`src/rtl/bit_serial_adder.sv`:
```
// Bit-serial adder: one bit pair per clock, LSB first, through a single full-adder cell.
// Optional subtract mode when SERIAL_SUB_EN is defined (adds the sub port).

module full_adder_cell (
  input  logic a,
  input  logic b,
  input  logic c_0,
  output logic S,
  output logic c
);
  assign S = a ^ b ^ c_0;
  assign c = (a & b) | (c_0 & (a ^ b));
endmodule

// state  | meaning
// IDLE   | waiting for start; sum/cout hold the last result
// RUN    | one bit added per edge, WIDTH edges total
// DONE   | result valid, done pulse; returns to IDLE unconditionally
module bit_serial_adder #(
  parameter int WIDTH = 8
) (
  input  logic             clk,
  input  logic             rst,
  input  logic             start,
`ifdef SERIAL_SUB_EN
  input  logic             sub,
`endif
  input  logic [WIDTH-1:0] a,
  input  logic [WIDTH-1:0] b,
  input  logic             cin,
  output logic [WIDTH-1:0] sum,
  output logic             cout,
  output logic             busy,
  output logic             done
);
  localparam int CW = $clog2(WIDTH + 1);

  typedef enum logic [1:0] {S_IDLE, S_RUN, S_DONE} state_t;

  state_t           state_q;
  logic [WIDTH-1:0] a_q, b_q, sum_q;
  logic [CW-1:0]    count_q;
  logic             carry_q, cout_q, busy_q, done_q;

  logic             fa_s, fa_c;
  logic [WIDTH-1:0] sum_d, b_load;
  logic             carry_load, last_bit;

  full_adder_cell u_fa (
    .a   (a_q[0]),
    .b   (b_q[0]),
    .c_0 (carry_q),
    .S   (fa_s),
    .c   (fa_c)
  );

  // Subtraction is a + ~b + 1, so only the loaded operand and carry change.
  always_comb begin
    b_load     = b;
    carry_load = cin;
`ifdef SERIAL_SUB_EN
    if (sub) begin
      b_load     = ~b;
      carry_load = 1'b1;
    end
`endif
  end

  generate
    if (WIDTH == 1) begin : g_sum_w1
      assign sum_d = fa_s;
    end else begin : g_sum_wn
      assign sum_d = {fa_s, sum_q[WIDTH-1:1]};
    end
  endgenerate

  assign last_bit = (count_q == CW'(WIDTH - 1));

  always_ff @(posedge clk) begin
    if (rst) begin
      state_q <= S_IDLE;
      a_q     <= '0;
      b_q     <= '0;
      sum_q   <= '0;
      count_q <= '0;
      carry_q <= 1'b0;
      cout_q  <= 1'b0;
      busy_q  <= 1'b0;
      done_q  <= 1'b0;
    end else begin
      case (state_q)
        S_IDLE: begin
          if (start) begin
            a_q     <= a;
            b_q     <= b_load;
            carry_q <= carry_load;
            count_q <= '0;
            state_q <= S_RUN;
            busy_q  <= 1'b1;
          end
        end
        S_RUN: begin
          a_q     <= a_q >> 1;
          b_q     <= b_q >> 1;
          carry_q <= fa_c;
          sum_q   <= sum_d;
          count_q <= count_q + CW'(1);
          if (last_bit) begin
            cout_q  <= fa_c;
            state_q <= S_DONE;
            busy_q  <= 1'b0;
            done_q  <= 1'b1;
          end
        end
        S_DONE: begin
          state_q <= S_IDLE;
          done_q  <= 1'b0;
        end
        default: begin
          state_q <= S_IDLE;
          busy_q  <= 1'b0;
          done_q  <= 1'b0;
        end
      endcase
    end
  end

  assign sum  = sum_q;
  assign cout = cout_q;
  assign busy = busy_q;
  assign done = done_q;

endmodule

```
`config.mk`:
```
export PLATFORM = sky130hd
export DESIGN_NAME = bit_serial_adder
export DESIGN_NICKNAME = d
export VERILOG_FILES = /design/src/rtl/bit_serial_adder.sv
export SDC_FILE = /design/constraint.sdc
export NUM_CORES = 1
export LEC_CHECK = 0
export ABC_CLOCK_PERIOD_IN_PS = 1600
export BUFFER_PORTS_ARGS = -buffer_cell sky130_fd_sc_hd__buf_2
export CORE_MARGIN = 1.5
export CORE_UTILIZATION = 35
export DETAILED_ROUTE_END_ITERATION = 10
export GPL_ROUTABILITY_DRIVEN = 0
export SLEW_MARGIN = 25
export SYNTH_ARGS = -nofsm -noshare
export SYNTH_HDL_FRONTEND = slang
export SYNTH_SLANG_ARGS = --single-unit
```
`constraint.sdc`:
```
create_clock -name clk -period 1.6 [get_ports clk]
set_clock_uncertainty 0.2 [all_clocks]
set_input_delay 0.16 -clock clk [delete_from_list [all_inputs] [get_ports clk]]
set_output_delay 0.16 -clock clk [all_outputs]
set_load 0.02 [all_outputs]
```
==> metrics.md <==
| Metric | Value |
|---|---|
| Wire per inst | around 12 um |
| Psw | ~440 uW |
| Number of synthesized flops with an enable pin | 0 |
| Met1 usage | 0.1779 |
| Most crowded layer after global routing | met2 |
| Ys async rst share | 0 |
| P_int | approximately 1300 uW |
| Reg clk slew, reported paths | roughly 0.060 ns |
| Met3 global-route usage | 0.04054 |
| Final worst setup slack | between 0.1 and 0.15 ns |
| Vias in the first global route | 1,056 |
| Initial antenna violation count | 0 |
| Skew-Pair Late Insertion Delay | around 0.29 ns |
| Main synth FF type | dfxtp_1 |
| Core area | around 4000 um2 |
| RSZ-0062 raised after global routing | true |
| Slowest cell on crit path | dfxtp_1 |
| Reg2reg start | state_q[0] |
| Pin count of the biggest net entering global routing | 22 |
| Final setup fails | 0 |
| Top Ports | 31 |
| CTS root buf | clkbuf_8 |
| CTS tree | yes |
| Syn. warnings | 0 |
| Pre-antenna DRT Iters | 4 |
| CP Data Required Time | 1.60 ns |
| First-pass GRT wire length | between 4 and 5 mm |
| Power per cell area | approximately 1000 nW/um2 |
| Clock sinks | 34 |
| RR Endpoint | b_q[0] |
| Fin nets | 218 |
| Peak VDD IR | ~380 uV |
| Syn Area/Cell | roughly 9 um2 |
| Worst Tran Pin Value | between 0.5 and 0.6 ns |
| Worst EP arrival | between 1 and 1.5 ns |
| Pre-CTS setup slack | ~0.13 ns |
| Yosys cell types | 29 |
| Count of buffer and inverter cells on the critical path | 1 |
| Seq cells post-synth | 34 |
| Worst reg-to-reg setup slack | between 0.1 and 0.15 ns |
| Status | completed |
| CP Depth | 3 |
| Clock share of power | 0.363 |
| Initial Util | 0.3598 |
| Remaining Overflow, GRT | 0 |
| Final Hold Viols | 0 |
| Final Cycle Share | 0.9071 |
| LEAKAGE | slightly above 0.0007 uW |
| Hold Crit Class | primary input to register |
| Ant diodes | 0 |
| Die Width | 66.90 um |
| FF-to-FF path depth | 3 |
| Switching share of total power | 0.2486 |
| Crit path max-delay family | compound AO/OA/AOI/OAI gates |
| Iteration-0 DRC Markers | 76 |
| Post-cts resize count | 0 |
| IO buf count | 30 |
| Comb pwr share | 0.118 |
| Vias per inst | 4.984 |
| Slew Viols, Final | 0 |
| Setup Fix Bufs, Post-CTS | 0 |
| Max incr delay on CP | roughly 0.39 ns |
| Share of cells above drive strength 1 | 0.2335 |
| Crit-path cells | inv_1 -> o22ai_1 -> a211oi_1 |
| Synthesized instance count | around 160 |
| CP endpoint | b_q[0] |
| WL final | between 2 and 3 mm |
| Dpl hpwl | ~2 mm |
| Die footprint | around 4500 um2 |
| # DRC | 0 |
| Crit path from | state_q[0] |
| Via count | ~1,200 |
| CTS H-tree depth | 2 |
| Number of core rows | 23 |
| Fmax | between 600 and 700 MHz |
| CP Launch Type | register |
| Synthesized area | ~1400 um2 |
| Area Overhead vs Synth | 21.54% |
| MaxCap Viol Count | 0 |
| Num CTS Buffers | 5 |
| Slew HR | 0.6582 |
| Final Util | 0.4373 |
| Seq pwr share | 0.519 |
| Die H | between 60 and 70 um |
| Clk buf depth | 2 |
| Met2 Use GR | 0.2363 |
| Seq/Total Area, Yosys | 0.4764 |
| Worst Setup End Kind | register |
| Antenna viol nets, final | 0 |
| CP max FO | 15 |
| WS Path Type | register to register |
| Final min period | 1.451 ns |
| Gr usage total | 0.1491 |
| Synth Net Count | around 190 |
## per-stage QoR
stage	instance area, um2	setup TNS, ns	total power (uW)	instances	hold slack (ns)
2_1_floorplan	1429	0	1090	163	0.1083
3_3_place_gp	1625	0	1154	237	0.2060
3_5_place_dp	1625	0	1154	237	0.2078
4_1_cts	1737	0	1804	247	0.01807
5_1_grt	1737	-0.006563	1878	247	0.02913
6_report	1737	0	1782	247	0.02133
## power by group through the flow
stage	clock network [uW]	registers (uW)	logic [uW]
6_report	646	926	211
5_1_grt	708	932	238
4_1_cts	665	926	214
3_5_place_dp	0	944	210
3_3_place_gp	0	944	210
2_1_floorplan	0	941	149
## cell families after synthesis
family | share of synthesized area
and+or+nand+nor | 0.1874
DFF | 0.4764
buffers and inverters | 0.05692
adders and majority gates | 0.02277
AOI/OAI and AO/OA | 0.2496
muxes | 0.007006
## layout make-up
cell class	count	area, um2
clock buffers	7	86.33
clock inverters	1	5.005
fillers	431	2235
inverters	2	7.507
multi-input cells	115	666.9
flip-flops and latches	34	680.7
well taps	50	62.56
repair buffers	38	227.7
## placed cells by master (no fill, tap or decap), types with 2 or more instances in the layout
master and n:
a211oi_1 16, a21oi_1 10, a22oi_1 3, a31oi_1 2, buf_2 30, buf_4 5
clkbuf_8 6, dfxtp_1 34, dlygate4sd3_1 2, inv_1 2, nand2_1 20, nand2b_1 2
nand3_1 3, nand3b_1 2, nor2_1 30, o22ai_1 6, o2bb2ai_1 9
## cell usage after synthesis (all sizes together) (2+ instances only)
cell | instances | share of area
nand3 | 3 | 0.011
nand3b | 2 | 0.011
a21oi | 10 | 0.035
o2bb2ai | 9 | 0.055
buf | 7 | 0.039
a211oi | 16 | 0.084
nand2b | 2 | 0.0088
o22ai | 6 | 0.026
inv | 2 | 0.0053
dfxtp | 34 | 0.48
nor2 | 30 | 0.079
clkbuf | 5 | 0.013
a31oi | 2 | 0.0088
a22oi | 3 | 0.016
nand2 | 20 | 0.053
## worst register-to-register path, cell delays in order, from the launching register on
cell	delay (ns)
dfxtp_1	0.39
inv_1	0.38
o22ai_1	0.17
a211oi_1	0.24
## worst min path at each step
stage               from  slack, ns       to  cells after the start
floorplan           a[7]       0.11   a_q[7]                      2
global placement    a[7]       0.21   a_q[7]                      3
detailed placement  b[7]       0.21   b_q[7]                      3
CTS                 b[5]       0.02   b_q[5]                      3
global route        b[0]       0.03   b_q[0]                      3
finish               cin       0.02  carry_q                      3
## flip-flops by register name, summed over array words and instances (netlist names)
signal,cells
b_q,8
a_q,8
sum,8
state_q,2
done,1
count_q,4
cout,1
carry_q,1
busy,1
## routing by layer
| metal | up-vias | routed length, um |
|---|---|---|
| met2 | 25 | 1343 |
| met4 | 0 | 60 |
| li1 | 650 | - |
| met5 | - | 0 |
| met3 | 5 | 140 |
| met1 | 551 | 1408 |
## repair_timing
action                                 CTS  global route
setup endpoints to repair                0             1
hold buffers                             2             0
endpoints found under the hold margin    2             0
Note: power is estimated with default switching activity, not from simulation.
